[src/rtl/acc_control_unit.sv]
// Multi-cycle FETCH/LATCH/EXEC sequencer driving the data_unit control word from a synchronous ROM.
// Define CU_ILLEGAL_TRAP_EN to halt on opcodes 0xA-0xE and raise illegal_op; otherwise they act as NOP.
module acc_control_unit #(
   parameter logic [7:0] RESET_PC   = 8'h00,
   parameter bit         AUTO_START = 1'b0
) (
   input  logic        clk,
   input  logic        reset,
   input  logic        start,
   output logic [7:0]  instr_addr,
   input  logic [15:0] instr_data,
   input  logic        zero_flag,
   input  logic        carrier_flag,
   input  logic        negative_flag,
   output logic        load_enable,
   output logic [2:0]  operation_select,
   output logic [1:0]  a_select,
   output logic [1:0]  b_select,
   output logic [1:0]  destination_select,
   output logic [7:0]  constant_in,
   output logic        mb_select,
   output logic        md_select,
   output logic        write_ram_enable,
   output logic        halted,
   output logic        illegal_op
);

   typedef enum logic [2:0] {IDLE, FETCH, LATCH, EXEC, HALT} state_e;

   state_e      state_q, state_d;
   logic [7:0]  pc_q, pc_d;
   logic [15:0] ir_q, ir_d;
   logic        z_q, c_q, n_q;
   logic        z_d, c_d, n_d;

   logic [3:0]  opcode;
   logic [1:0]  fieldDst, fieldA, fieldB;
   logic [7:0]  imm;

   assign opcode   = ir_q[15:12];
   assign fieldDst = ir_q[11:10];
   assign fieldA   = ir_q[9:8];
   assign fieldB   = ir_q[7:6];
   assign imm      = ir_q[7:0];

   assign instr_addr = pc_q;
   assign halted     = (state_q == HALT);

`ifdef CU_ILLEGAL_TRAP_EN
   logic illegalQ, illegalD;

   always_ff @(posedge clk or negedge reset) begin
      if (!reset) illegalQ <= 1'b0;
      else        illegalQ <= illegalD;
   end

   assign illegal_op = illegalQ;
`else
   assign illegal_op = 1'b0;
`endif

   always_ff @(posedge clk or negedge reset) begin
      if (!reset) begin
         state_q <= IDLE;
         pc_q    <= RESET_PC;
         ir_q    <= '0;
         z_q     <= 1'b0;
         c_q     <= 1'b0;
         n_q     <= 1'b0;
      end else begin
         state_q <= state_d;
         pc_q    <= pc_d;
         ir_q    <= ir_d;
         z_q     <= z_d;
         c_q     <= c_d;
         n_q     <= n_d;
      end
   end

   always_comb begin
      state_d            = state_q;
      pc_d               = pc_q;
      ir_d               = ir_q;
      z_d                = z_q;
      c_d                = c_q;
      n_d                = n_q;
`ifdef CU_ILLEGAL_TRAP_EN
      illegalD           = illegalQ;
`endif
      load_enable        = 1'b0;
      operation_select   = 3'b000;
      a_select           = 2'b00;
      b_select           = 2'b00;
      destination_select = 2'b00;
      constant_in        = 8'h00;
      mb_select          = 1'b0;
      md_select          = 1'b0;
      write_ram_enable   = 1'b0;

      unique case (state_q)
         IDLE: if (start || AUTO_START) state_d = FETCH;
         FETCH: state_d = LATCH;
         LATCH: begin
            ir_d    = instr_data;
            state_d = EXEC;
         end
         EXEC: begin
            state_d = FETCH;
            pc_d    = pc_q + 8'd1;
            case (opcode)
               4'h0: ;
               4'h1: begin
                  operation_select   = ir_q[2:0];
                  a_select           = fieldA;
                  b_select           = fieldB;
                  destination_select = fieldDst;
                  load_enable        = 1'b1;
               end
               4'h2: begin
                  operation_select   = 3'b100;
                  mb_select          = 1'b1;
                  constant_in        = imm;
                  destination_select = fieldDst;
                  load_enable        = 1'b1;
               end
               4'h3: begin
                  mb_select          = 1'b1;
                  constant_in        = imm;
                  a_select           = fieldA;
                  destination_select = fieldDst;
                  load_enable        = 1'b1;
               end
               4'h4: begin
                  md_select          = 1'b1;
                  a_select           = fieldA;
                  destination_select = fieldDst;
                  load_enable        = 1'b1;
               end
               4'h5: begin
                  write_ram_enable   = 1'b1;
                  a_select           = fieldA;
                  b_select           = fieldB;
               end
               4'h6: pc_d = imm;
               4'h7: if (z_q) pc_d = imm;
               4'h8: if (c_q) pc_d = imm;
               4'h9: if (n_q) pc_d = imm;
               4'hF: begin
                  state_d = HALT;
                  pc_d    = pc_q;
               end
               default: begin
`ifdef CU_ILLEGAL_TRAP_EN
                  state_d  = HALT;
                  pc_d     = pc_q;
                  illegalD = 1'b1;
`endif
               end
            endcase
            // Only value-producing ops refresh the flags that later branches test.
            if (opcode == 4'h1 || opcode == 4'h2 || opcode == 4'h3) begin
               z_d = zero_flag;
               c_d = carrier_flag;
               n_d = negative_flag;
            end
         end
         HALT: begin
            if (start) begin
               pc_d    = RESET_PC;
               z_d     = 1'b0;
               c_d     = 1'b0;
               n_d     = 1'b0;
`ifdef CU_ILLEGAL_TRAP_EN
               illegalD = 1'b0;
`endif
               state_d = FETCH;
            end
         end
         default: state_d = IDLE;
      endcase
   end

endmodule

[config.mk]
export PLATFORM = sky130hd
export DESIGN_NAME = acc_control_unit
export DESIGN_NICKNAME = d
export VERILOG_FILES = /design/src/rtl/acc_control_unit.sv
export SDC_FILE = /design/constraint.sdc
export NUM_CORES = 1
export LEC_CHECK = 0
export ABC_AREA = 1
export CAP_MARGIN = 10
export CORE_UTILIZATION = 25
export DETAILED_ROUTE_END_ITERATION = 6
export SYNTH_ARGS = -nofsm -noshare
export SYNTH_HDL_FRONTEND = slang
export SYNTH_SLANG_ARGS = --single-unit
[constraint.sdc]
create_clock -name clk -period 1.9 [get_ports clk]
set_input_delay 0.38 -clock clk [delete_from_list [all_inputs] [get_ports clk]]
set_output_delay 0.38 -clock clk [all_outputs]
set_load 0.02 [all_outputs]
# Word-level counts from Yosys, hierarchy flattened
# Cells that the tools add are included.
# Widths: inputs -> output; s select.
op_classes:
  mux: 34
  reduce_logical: 11
  n_eq_ne: 18
  addsub: 1
op_table:
  columns: ["cell", "count"]
  rows:
  - ["$mux 8", 6]
  - ["$pmux 8 s5", 1]
  - ["$eq 4x3->1 const B", 4]
  - ["$pmux 8 s2", 1]
  - ["$eq 4x4->1 const B", 3]
  - ["$mux 1", 12]
  - ["$mux 2", 6]
  - ["$pmux 3 s4", 1]
  - ["$mux 3", 3]
  - ["$add 8x1->8 const B", 1]
  - ["$eq 4x2->1 const B", 2]
  - ["$reduce_or 4->1", 2]
  - ["$eq 3x2->1 const B", 2]
  - ["$ne 2x2->1 const B", 3]
  - ["$pmux 1 s2", 3]
  - ["$pmux 3 s2", 1]
  - ["$reduce_and 3->1", 2]
  - ["$reduce_or 2->1", 3]
  - ["$eq 4x1->1 const B", 1]
  - ["$eq 3x1->1 const B", 1]
  - ["$eq 3x3->1 const B", 1]
  - ["$logic_not 3->1", 1]
  - ["$logic_or 1x1->1", 2]
  - ["$ne 2x1->1 const B", 1]
  - ["$reduce_bool 2->1", 1]
word_totals:
  word_cells: 70
  in_bits: 22
  regBits: 30
  out_inout_bits: 31

# Depth between registers and ports, before layout
# Gate-level depths: netlist (run 1).
logic_depth:
  ltp_word: 5
  mapped_depth: 10
  depth_no_buf: 10

# Least setup slack after synthesis (run 1)
# OpenSTA, ideal clock, no wires.
synth_path:
  path_kind: "reg2out"
  start: "register ir_q[15]"
  end: "output port constant_in[0]"
  arrival_time_ns: 1.687
  setup_slack_ns: -0.167
  t_required_ns: 1.520
  path_buffers: 0
  stages_incl_launch_ff: 8
  cell_sequence: "dfrtp_1 > inv_1 > nand2_1 > nor2_1 > inv_1 > nor2_1 > inv_1 > nor2_1"
synth_between:
  elab_chain_len: 4
  elab_cells_between_ends: 5
  classes_between: "2 x eq/ne; 2 x mux; 1 x reduce/logical"
synth_lines:
  columns: ["element", "line_no", "text"]
  rows:
  - ["start, declared", "32", "logic [15:0] ir_q, ir_d;"]
  - ["start signal, assigned", "73", "ir_q <= ir_d;"]
  - ["$eq 4x2->1", "110", "case (opcode)"]
  - ["$reduce_or 2->1 (no source line) *", null, null]
  - ["$mux 8 *", "110", null]
  - ["$mux 8 *", "100", "unique case (state_q)"]
  - ["end, declared", "20", "output logic [7:0] constant_in,"]
# Mark *: on every way between the ends. The rest lies on a longest branch, timed or not.

# Worst setup path in the final report (run 1)
layout_path:
  start: "register ir_q[13]"
  end: "output port constant_in[5]"
# The elaborated chain is that of the path after synthesis.

==> run_results.csv, run 1 <==
group,metric,value,unit
logic_synthesis,synthMuxAreaShare,0.0533,
worst_setup_path,cpMostUsedCell,"buf_4",
min_path,hold_path_class,"in2async",
run,max_cap_viol_count,0,
logic_synthesis,synth_compound_area_frac,0.0770,
worst_setup_path,crit_end,"constant_in[5]",
route,vias_per_cell,4.41,
power_and_ir_drop,finalPower,0.00448,W
worst_setup_path,reg2reg_slack,0.27,ns
cells_and_area,final_nets,345,
logic_synthesis,synth_top_family_by_area,"simple AND/OR/NAND/NOR gates",
floorplan,start_util,0.263,
clock_tree,insertion_delay,0.29,ns
logic_synthesis,ys_seq_area_frac,0.444,
logic_synthesis,synth_area,1690,µm²
clock_tree,htreeDepth,2,
placement,dp_hpwl,3560,µm
grt,grt_overflow,0,
power_and_ir_drop,p_per_area,1620,nW/µm²
worst_setup_path,reg2reg_depth,13,
clock_tree,clk_path_buf_depth,2,
grt,grt_start_max_net_pins,31,
clock_tree,cts_buffers,5,
placement,portBuffers,51,
logic_synthesis,syn_nets,251,
floorplan,core_area,6420,µm²
route,wl_per_cell,12.0,µm
clock_tree,clock_sinks,30,
worst_setup_path,reg2reg_to,"instr_addr[6]$_DFFE_PN0P_",
worst_setup_path,cp_num_buf_inv,5,
cells_and_area,multiInputGateArea,926,µm²
worst_setup_path,end_kind,"output port",
logic_synthesis,netlist_instances,228,
sta,final.setup_skew,0.0104,ns
route,ant_nets,0,
cells_and_area,area.sequential,752,µm²
worst_setup_path,crit_fanout,5,
logic_synthesis,synth-simple-area-share,0.317,
logic_synthesis,ys_async_sr_fraction,1.00,
cells_and_area,syn_to_final_growth,63.7,%
floorplan,die_w,84.2,µm
worst_setup_path,cp_slowest_cell,"dfrtp_2",
logic_synthesis,synth_edf_count,0,
worst_setup_path,worstPathArrival,1.62,ns
sta,hold_viol_final,0,
floorplan,die_h,84.2,µm
cells_and_area,drive_above_1_share,0.353,
floorplan,die_area,7090,µm²
sta,rsz0062_at_grt,"true",
worst_setup_path,worstSetupPathType,"reg2out",
power_and_ir_drop,irDropWorstVdd,0.714,mV
route,drt_wl_total,4810,µm
clock_tree,cts.reportedPaths.clkPinSlew,0.07,ns
sta,report.final.slew_viol_count,0,
grt,antenna_found_initial,0,
placement,place.gp.congestion,0.800,
cells_and_area,antenna_cells,0,
clock_tree,cts_root_buf,"clkbuf_8",
logic_synthesis,synth_fa_ha_area_frac,0.00740,
worst_setup_path,cp.depth,9,
sta,setup_viol,7,
route,dr.pass1.iters,7,
worst_setup_path,startpoint_type,"register",
worst_setup_path,required,1.52,ns
run_status,outcome,"finished with violations",
logic_synthesis,ys.flop_type,"dfrtp_1",
clock_tree,cts_tree,"done",
route,drt-initial-drc-count,92,
worst_setup_path,startpoint,"ir_q[13]$_DFFE_PN0N_",
cells_and_area,fillers,668,
power_and_ir_drop,p_leak,1.33,nW
route,vias,1762,
logic_synthesis,ys_ff_latch,30,
floorplan,io_pins,53,
logic_synthesis,postSynthAreaPerCell,7.41,µm²
logic_synthesis,synth_cell_types,27,
floorplan,fp-row-count,29,
logic_synthesis,synth_xor_area_frac,0.0207,
worst_setup_path,cp_cell_sequence,"inv_2, nor2_1, inv_1, o21ai_2, buf_4, buf_4, nand2_2, nor2_1, buf_4",
sta,fin_crit,2.00,ns
worst_setup_path,rr_startpoint,"ir_q[12]$_DFFE_PN0N_",
worst_setup_path,critPathMaxStageDelay,0.43,ns
route,drc,2,
cells_and_area,final_util,0.431,
sta,post-route-period-util,1.05,
grt,grt_pass1_wl,8320,µm
run_status,violations,"design-rule violations, negative setup slack",
grt,grt_pass1_vias,1780,
grt,grt_usage,0.148,
sta,max_freq,501,MHz
sta,setup_ws,-0.0972,ns
worst_setup_path,crit_family,"buffers and inverters",
logic_synthesis,yosys_warnings,0,
clock_tree,cts_hold_buffers,0,
-- metrics by stage --
step / cells / hold WS, ns / setup WS, ns / setup TNS, ns / instance area, µm²
2_1_floorplan: 228 / 0.0844 / -0.0489 / -0.196 / 1690
3_3_place_gp: 384 / 0.493 / -0.173 / -2.42 / 2520
3_5_place_dp: 384 / 0.494 / -0.204 / -2.67 / 2520
4_1_cts: 395 / 0.499 / -0.133 / -1.26 / 2660
5_1_grt: 400 / 0.517 / -0.215 / -1.87 / 2770
6_report: 400 / 0.489 / -0.0972 / -0.576 / 2770
-- area by class of cell --
type / count / share of cell area
Multi-Input combinational cell: 166 / 0.335
Inverter: 27 / 0.0375
Sequential cell: 30 / 0.272
Clock buffer: 5 / 0.0249
Tap cell: 77 / 0.0348
Clock inverter: 3 / 0.0145
Timing Repair Buffer: 92 / 0.282
-- sequential cells by signal, indices dropped and copies added, names as in the netlist --
signal,flops
z_q,1
c_q,1
state_q,3
instr_addr,8
ir_q,16
n_q,1
-- routing by layer --
layer	share of wire	GRT usage	up-vias	routed length [µm]
li1	-	-	906	-
met1	0.46	0.182	804	2210
met2	0.46	0.244	46	2210
met3	0.068	0.0531	6	329
met4	0.013	0.0423	0	64
met5	0	0	-	0
-- worst min-delay path by stage --
stage                                     from                        end  slack [ns]  depth (start not counted)
final                                    reset     state_q[0]$_DFFE_PN0P_        0.49                          2
after global routing       ir_q[9]$_DFFE_PN0N_        ir_q[9]$_DFFE_PN0N_        0.52                          1
after detailed placement   ir_q[9]$_DFFE_PN0N_        ir_q[9]$_DFFE_PN0N_        0.49                          1
after global placement    ir_q[11]$_DFFE_PN0N_       ir_q[11]$_DFFE_PN0N_        0.49                          1
after CTS                                reset  instr_addr[7]$_DFFE_PN0P_        0.50                          2
after floorplan                          reset            c_q$_DFFE_PN0P_        0.08                          0
-- Yosys cell counts (2+ instances only) --
cell / instances / share of area
nor2_2: 2 / 0.0074
xnor2_1: 2 / 0.010
inv_1: 25 / 0.056
xor2_1: 2 / 0.010
o21ai_2: 2 / 0.010
nand3b_1: 2 / 0.0089
dfrtp_1: 30 / 0.44
nor3b_1: 2 / 0.0089
nand3_1: 16 / 0.047
a21oi_1: 10 / 0.030
nand2_1: 67 / 0.15
o21ai_0: 10 / 0.030
nor2_1: 33 / 0.073
nor3_1: 5 / 0.015
mux2_2: 8 / 0.053
-- worst reg2reg max path, stage by stage, from the launching register on --
cell	delay [ns]
dfrtp_1	0.42
inv_1	0.13
nor2_4	0.06
buf_4	0.13
buf_4	0.12
nand3_1	0.08
nand2_1	0.07
nor2_2	0.08
buf_4	0.19
inv_1	0.07
nand2_1	0.06
nand2_1	0.05
nand2_1	0.05
nand2_1	0.04
-- placed cells by master (no fill, tap or decap), types with 6 or more instances in the layout --
master           netlist  routed
o21ai_0               10      10
nand3_1               16      16
mux2_2                 8       8
buf_6                  1       8
nor2_4                 0       9
nand2_2                1       6
inv_1                 25      20
a21oi_1               10       9
buf_4                  1      50
nand2_1               67      62
nor2_1                33      21
clkdlybuf4s50_1        0      29
dfrtp_1               30      29
-- logic make-up after synthesis --
logic type / after synthesis
multiplexers: 8
AO/OA/AOI/OAI: 23
flip-flops: 30
AND/OR/NAND/NOR: 129
XOR/XNOR: 4
other: 1
buffers and inverters: 32
adder cells (fa/ha/maj): 1
-- report_power, final --
part | switching (W) | total [W] | internal, W | leakage [nW]
Clock | 0.000264 | 0.000650 | 0.000386 | 0.0579
Combinational | 0.00140 | 0.00262 | 0.00122 | 0.919
Sequential | 0.000256 | 0.00121 | 0.000955 | 0.355
-- timing repair --
item                       CTS  global route
setup buffers                3             5
setup endpoints to repair   22            21
pin swaps                    2             7
cloned                       0             0
gates resized for setup    101            55
Note: power is estimated with default switching activity, not from simulation.
==> run 2: changes to the inputs <==
--- a/config.mk
+++ b/config.mk
@@ -6,8 +6,8 @@
 export NUM_CORES = 1
 export LEC_CHECK = 0
 export ABC_AREA = 1
-export CAP_MARGIN = 10
-export CORE_UTILIZATION = 25
+export CAP_MARGIN = 30
+export CORE_UTILIZATION = 31
 export DETAILED_ROUTE_END_ITERATION = 6
 export SYNTH_ARGS = -nofsm -noshare
 export SYNTH_HDL_FRONTEND = slang
==> run_results.csv, run 2 (synthesis gave the netlist of run 1 again) <==
group,metric,value,unit
grt,grt_start_max_net_pins,31,
worst_setup_path,rr_startpoint,"ir_q[14]$_DFFE_PN0N_",
sta,final.setup_skew,0.00370,ns
worst_setup_path,crit_fanout,5,
floorplan,start_util,0.327,
cells_and_area,final_common_cell,"nand2_1",
power_and_ir_drop,irDropWorstVdd,0.701,mV
worst_setup_path,cp_num_buf_inv,4,
clock_tree,htreeDepth,2,
power_and_ir_drop,p_leak,1.35,nW
run_status,outcome,"finished with violations",
worst_setup_path,required,1.52,ns
worst_setup_path,cp_slowest_cell,"dfrtp_2",
sta,post-route-period-util,1.00,
clock_tree,clk_path_buf_depth,2,
grt,grt_pass1_vias,1676,
worst_setup_path,critPathMaxStageDelay,0.43,ns
sta,setup_viol,2,
route,dr.pass1.iters,4,
floorplan,die_w,75.8,µm
worst_setup_path,startpoint_type,"register",
cells_and_area,final_cell_mix,"nand2_1, buf_4, clkdlybuf4s50_1, dfrtp_1, nor2_1",
floorplan,die_h,75.8,µm
run,max_cap_viol_count,0,
grt,antenna_found_initial,0,
grt,grt_overflow,0,
route,drc,0,
cells_and_area,stdcell_count,389,
clock_tree,clock_sinks,30,
cells_and_area,syn_to_final_growth,64.5,%
route,vias_per_cell,4.49,
sta,report.final.slew_viol_count,0,
sta,max_freq,524,MHz
run_status,violations,"negative setup slack",
clock_tree,insertion_delay,0.28,ns
floorplan,die_area,5750,µm²
floorplan,core_area,5170,µm²
worst_setup_path,worstSetupPathType,"reg2out",
worst_setup_path,reg2reg_depth,13,
sta,fin_crit,1.91,ns
placement,place.gp.congestion,0.802,
sta,hold_viol_final,0,
worst_setup_path,reg2reg_slack,0.31,ns
sta,setup_ws,-0.00708,ns
grt,grt_pass1_wl,7560,µm
route,drt-initial-drc-count,66,
grt,grt_usage,0.178,
floorplan,io_pins,53,
power_and_ir_drop,p_per_area,1600,nW/µm²
clock_tree,cts_root_buf,"clkbuf_8",
placement,dp_hpwl,3410,µm
cells_and_area,regMostFlops,"ir_q",
worst_setup_path,end_kind,"output port",
clock_tree,cts_buffers,5,
cells_and_area,fillers,513,
placement,portBuffers,51,
power_and_ir_drop,finalPower,0.00446,W
clock_tree,cts_hold_buffers,0,
worst_setup_path,reg2reg_to,"instr_addr[6]$_DFFE_PN0P_",
cells_and_area,drive_above_1_share,0.376,
clock_tree,cts_tree,"done",
placement,place_inst,379,
worst_setup_path,crit_family,"flip-flops",
route,drt_wl_total,4690,µm
route,wl_per_cell,12.1,µm
worst_setup_path,cp_cell_sequence,"inv_2, nor2_4, inv_2, o21ai_4, buf_6, nand2_4, nor2_4, buf_6",
clock_tree,cts.reportedPaths.clkPinSlew,0.06,ns
floorplan,fp-row-count,26,
sta,rsz0062_at_grt,"true",
route,ant_nets,0,
min_path,hold_path_class,"in2async",
cells_and_area,antenna_cells,0,
worst_setup_path,worstPathArrival,1.53,ns
cells_and_area,final_nets,341,
route,vias,1747,
cells_and_area,largest_reg_flops,16,
==> run 2: cell types whose count changed in the layout (fill, tap and decap cells not counted), moves of 3 or more <==
cell      change
nand2_4       +4
clkbuf_8      +3
inv_2         +5
buf_4         -9
nand2_1       -3
inv_1         -4
==> run 2: worst max-delay path by stage <==
stage                              start               endpoint  slack [ns]  cells past startpoint
finish              ir_q[13]$_DFFE_PN0N_         constant_in[3]      -0.007                      8
global route        ir_q[12]$_DFFE_PN0N_  destination_select[1]        -0.1                      6
CTS                 ir_q[15]$_DFFE_PN0N_         constant_in[1]      -0.003                      8
detailed placement  ir_q[14]$_DFFE_PN0N_         constant_in[1]       -0.24                      8
global placement    ir_q[15]$_DFFE_PN0N_  destination_select[1]       -0.18                      7
floorplan           ir_q[15]$_DFFE_PN0N_         constant_in[0]       -0.05                      7
==> run 2: worst register-to-register path, stage by stage, from the launching register on <==
cell     delay (ns)
dfrtp_1        0.39
inv_2          0.08
buf_4          0.12
buf_4          0.10
nand3_1        0.06
nand2_1        0.11
nand2_1        0.07
nor2_2         0.08
buf_4          0.19
inv_1          0.08
nand2_1        0.06
nand2_1        0.04
nand2_1        0.05
nand2_1        0.04
==> run 2: layout make-up <==
| class | count | area [µm²] | share of cell area |
|---|---|---|---|
| repair buffers | 88 | 756 | 0.272 |
| multi-input cells | 166 | 970 | 0.349 |
| well taps | 70 | 87.6 | 0.0315 |
| flip-flops and latches | 30 | 753 | 0.271 |
| clock buffers | 8 | 110 | 0.0396 |
| inverters | 27 | 104 | 0.0374 |
==> run 2: power by group <==
group	switching (W)	internal (W)
clock	0.000240	0.000365
combinational	0.00145	0.00119
sequential	0.000264	0.000958
==> run 2: routing by layer <==
metal	vias to the layer above	global-route usage	routed length, µm
met5	-	0	0
met1	812	0.234	2160
met4	0	0.0556	38
met3	4	0.0503	240
li1	894	-	-
met2	37	0.283	2250
==> run 2: metrics by stage <==
step	area (µm²)	hold slack, ns	util	TNS (ns)	worst slack [ns]
after floorplan	1690	0.0844	-	-0.196	-0.0489
after global placement	2520	0.485	0.488	-2.25	-0.180
after detailed placement	2520	0.491	0.488	-2.81	-0.237
after CTS	2640	0.504	0.510	-0.00279	-0.00279
after global routing	2780	0.520	0.537	-0.706	-0.0986
final	2780	0.498	0.537	-0.00803	-0.00708
==> run 2: repair_timing <==
| item | CTS | global route |
|---|---|---|
| setup endpoints to repair | 22 | 21 |
| pin swaps | 2 | 11 |
| gates resized for setup | 114 | 55 |
| setup buffers | 2 | 1 |
==> run 3: changes to the inputs <==
--- a/config.mk
+++ b/config.mk
@@ -12,3 +12,4 @@
 export SYNTH_ARGS = -nofsm -noshare
 export SYNTH_HDL_FRONTEND = slang
 export SYNTH_SLANG_ARGS = --single-unit
+export TNS_END_PERCENT = 5
==> run_results.csv, run 3 (synthesis gave the netlist of run 1 again) <==
group,metric,value,unit
grt,grt_usage,0.176,
sta,holdWs,0.499,ns
grt,grt_pass1_wl,7470,µm
worst_setup_path,end_kind,"output port",
route,dr.pass1.iters,4,
placement,dp_hpwl,3410,µm
worst_setup_path,critPathMaxStageDelay,0.44,ns
cells_and_area,area.sequential,753,µm²
worst_setup_path,crit_fanout,4,
route,drt_wl_total,4610,µm
cells_and_area,final_cell_mix,"nand2_1, buf_4, clkdlybuf4s50_1, dfrtp_1, nor2_1",
clock_tree,cts_buffers,5,
sta,final.setup_skew,0.00469,ns
worst_setup_path,worstSetupPathType,"reg2out",
clock_tree,cts_hold_buffers,0,
route,drc,0,
cells_and_area,largest_reg_flops,16,
power_and_ir_drop,comb_power_share,0.586,
sta,rsz0062_at_grt,"true",
floorplan,io_pins,53,
floorplan,die_h,75.8,µm
clock_tree,cts.reportedPaths.clkPinSlew,0.06,ns
clock_tree,cts_tree,"done",
power_and_ir_drop,p_leak,1.31,nW
sta,post-route-period-util,0.997,
sta,hold_viol_final,0,
clock_tree,cts_root_buf,"clkbuf_8",
cells_and_area,multiInputGateArea,922,µm²
cells_and_area,final_nets,340,
placement,place.gp.congestion,0.802,
cells_and_area,drive_above_1_share,0.349,
min_path,hold_path_class,"in2async",
power_and_ir_drop,power.share.switching,0.432,
route,route.met2.wl,2140,µm
cells_and_area,final_area,2710,µm²
run,max_cap_viol_count,0,
worst_setup_path,required,1.52,ns
sta,finalSetupTns,0,ns
cells_and_area,syn_to_final_growth,60.3,%
cells_and_area,antenna_cells,0,
route,wl_met1,2190,µm
route,dr_wl_met3,242,µm
power_and_ir_drop,p_int,0.00249,W
placement,portBuffers,51,
floorplan,start_util,0.327,
worst_setup_path,worstPathArrival,1.51,ns
grt,grt_overflow,0,
worst_setup_path,cpMostUsedCell,"buf_4",
clock_tree,insertion_delay,0.28,ns
floorplan,die_w,75.8,µm
cells_and_area,regMostFlops,"ir_q",
worst_setup_path,cp_cell_sequence,"buf_4, nor2_4, nand2_2, nand2_1, nor2_2, nor3b_2, buf_4",
floorplan,core_area,5170,µm²
sta,report.final.slew_viol_count,0,
power_and_ir_drop,irDropWorstVdd,0.730,mV
cells_and_area,final_common_cell,"nand2_1",
sta,setup_viol,0,
placement,placed_cell_area,2520,µm²
floorplan,die_area,5750,µm²
sta,max_freq,528,MHz
sta,fin_crit,1.89,ns
power_and_ir_drop,clockPowerShare,0.138,
route,vias_per_cell,4.46,
cells_and_area,fillers,524,
power_and_ir_drop,power_switching,0.00189,W
route,wl_per_cell,11.9,µm
route,vias,1731,
grt,grt_pass1_vias,1647,
grt,antenna_found_initial,0,
route,top_layer_used,"met4",
clock_tree,clk_path_buf_depth,2,
route,drt-initial-drc-count,47,
grt,grt_start_max_net_pins,31,
worst_setup_path,startpoint_type,"register",
worst_setup_path,cp_num_buf_inv,2,
clock_tree,clock_sinks,30,
route,ant_nets,0,
power_and_ir_drop,p_per_area,1620,nW/µm²
worst_setup_path,cp_slowest_cell,"dfrtp_2",
run_status,outcome,"completed",
clock_tree,htreeDepth,2,
power_and_ir_drop,seqPwrFrac,0.276,
floorplan,fp-row-count,26,
worst_setup_path,crit_family,"simple AND/OR/NAND/NOR gates",
-- run 3: layout make-up --
class	instances	area share
clock buffers	8	0.0406
repair buffers	87	0.271
multi-input cells	166	0.340
inverters	27	0.0374
flip-flops and latches	30	0.278
well taps	70	0.0323
-- run 3: power groups by stage --
stage	combinational (W)	clock, W	sequential, W
2_1_floorplan	0.00127	0	0.00125
6_report	0.00257	0.000602	0.00121
5_1_grt	0.00285	0.000645	0.00126
3_3_place_gp	0.00234	0	0.00120
4_1_cts	0.00236	0.000623	0.00119
3_5_place_dp	0.00237	0	0.00120
-- run 3: final timing paths --
kind	slack, ns	start	to	depth (start not counted)
min	0.50	reset	z_q$_DFFE_PN0P_	2
min reg2reg	0.50	ir_q[11]$_DFFE_PN0N_	ir_q[11]$_DFFE_PN0N_	1
max reg2reg	0.30	state_q[1]$_DFFE_PN0P_	instr_addr[2]$_DFFE_PN0P_	9
max in group asynchronous	1.10	reset	ir_q[13]$_DFFE_PN0N_	2
max	0.006	ir_q[13]$_DFFE_PN0N_	destination_select[1]	7
min in group clk	0.50	ir_q[11]$_DFFE_PN0N_	ir_q[11]$_DFFE_PN0N_	1
-- run 3: stage by stage --
step | util | setup WS, ns | power [W] | std cells
6_report | 0.524 | 0.00621 | 0.00438 | 388
5_1_grt | 0.524 | -0.0915 | 0.00475 | 388
4_1_cts | 0.505 | -0.159 | 0.00417 | 387
3_5_place_dp | 0.488 | -0.237 | 0.00357 | 379
3_3_place_gp | 0.488 | -0.180 | 0.00354 | 379
2_1_floorplan | - | -0.0489 | 0.00252 | 228
-- run 3: repair_timing --
item / 4_1_cts / 5_1_grt
endpoints found under the setup margin: 22 / 22
gates resized for setup: 88 / 61
buffers inserted: 0 / 1
pin swaps: 0 / 5
hold endpoints to repair: 0 / 0
-- run 3: per-layer routing --
layer | up-vias | GRT usage
met5 | - | 0
li1 | 893 | -
met2 | 38 | 0.276
met3 | 4 | 0.0529
met1 | 796 | 0.232
met4 | 0 | 0.0556
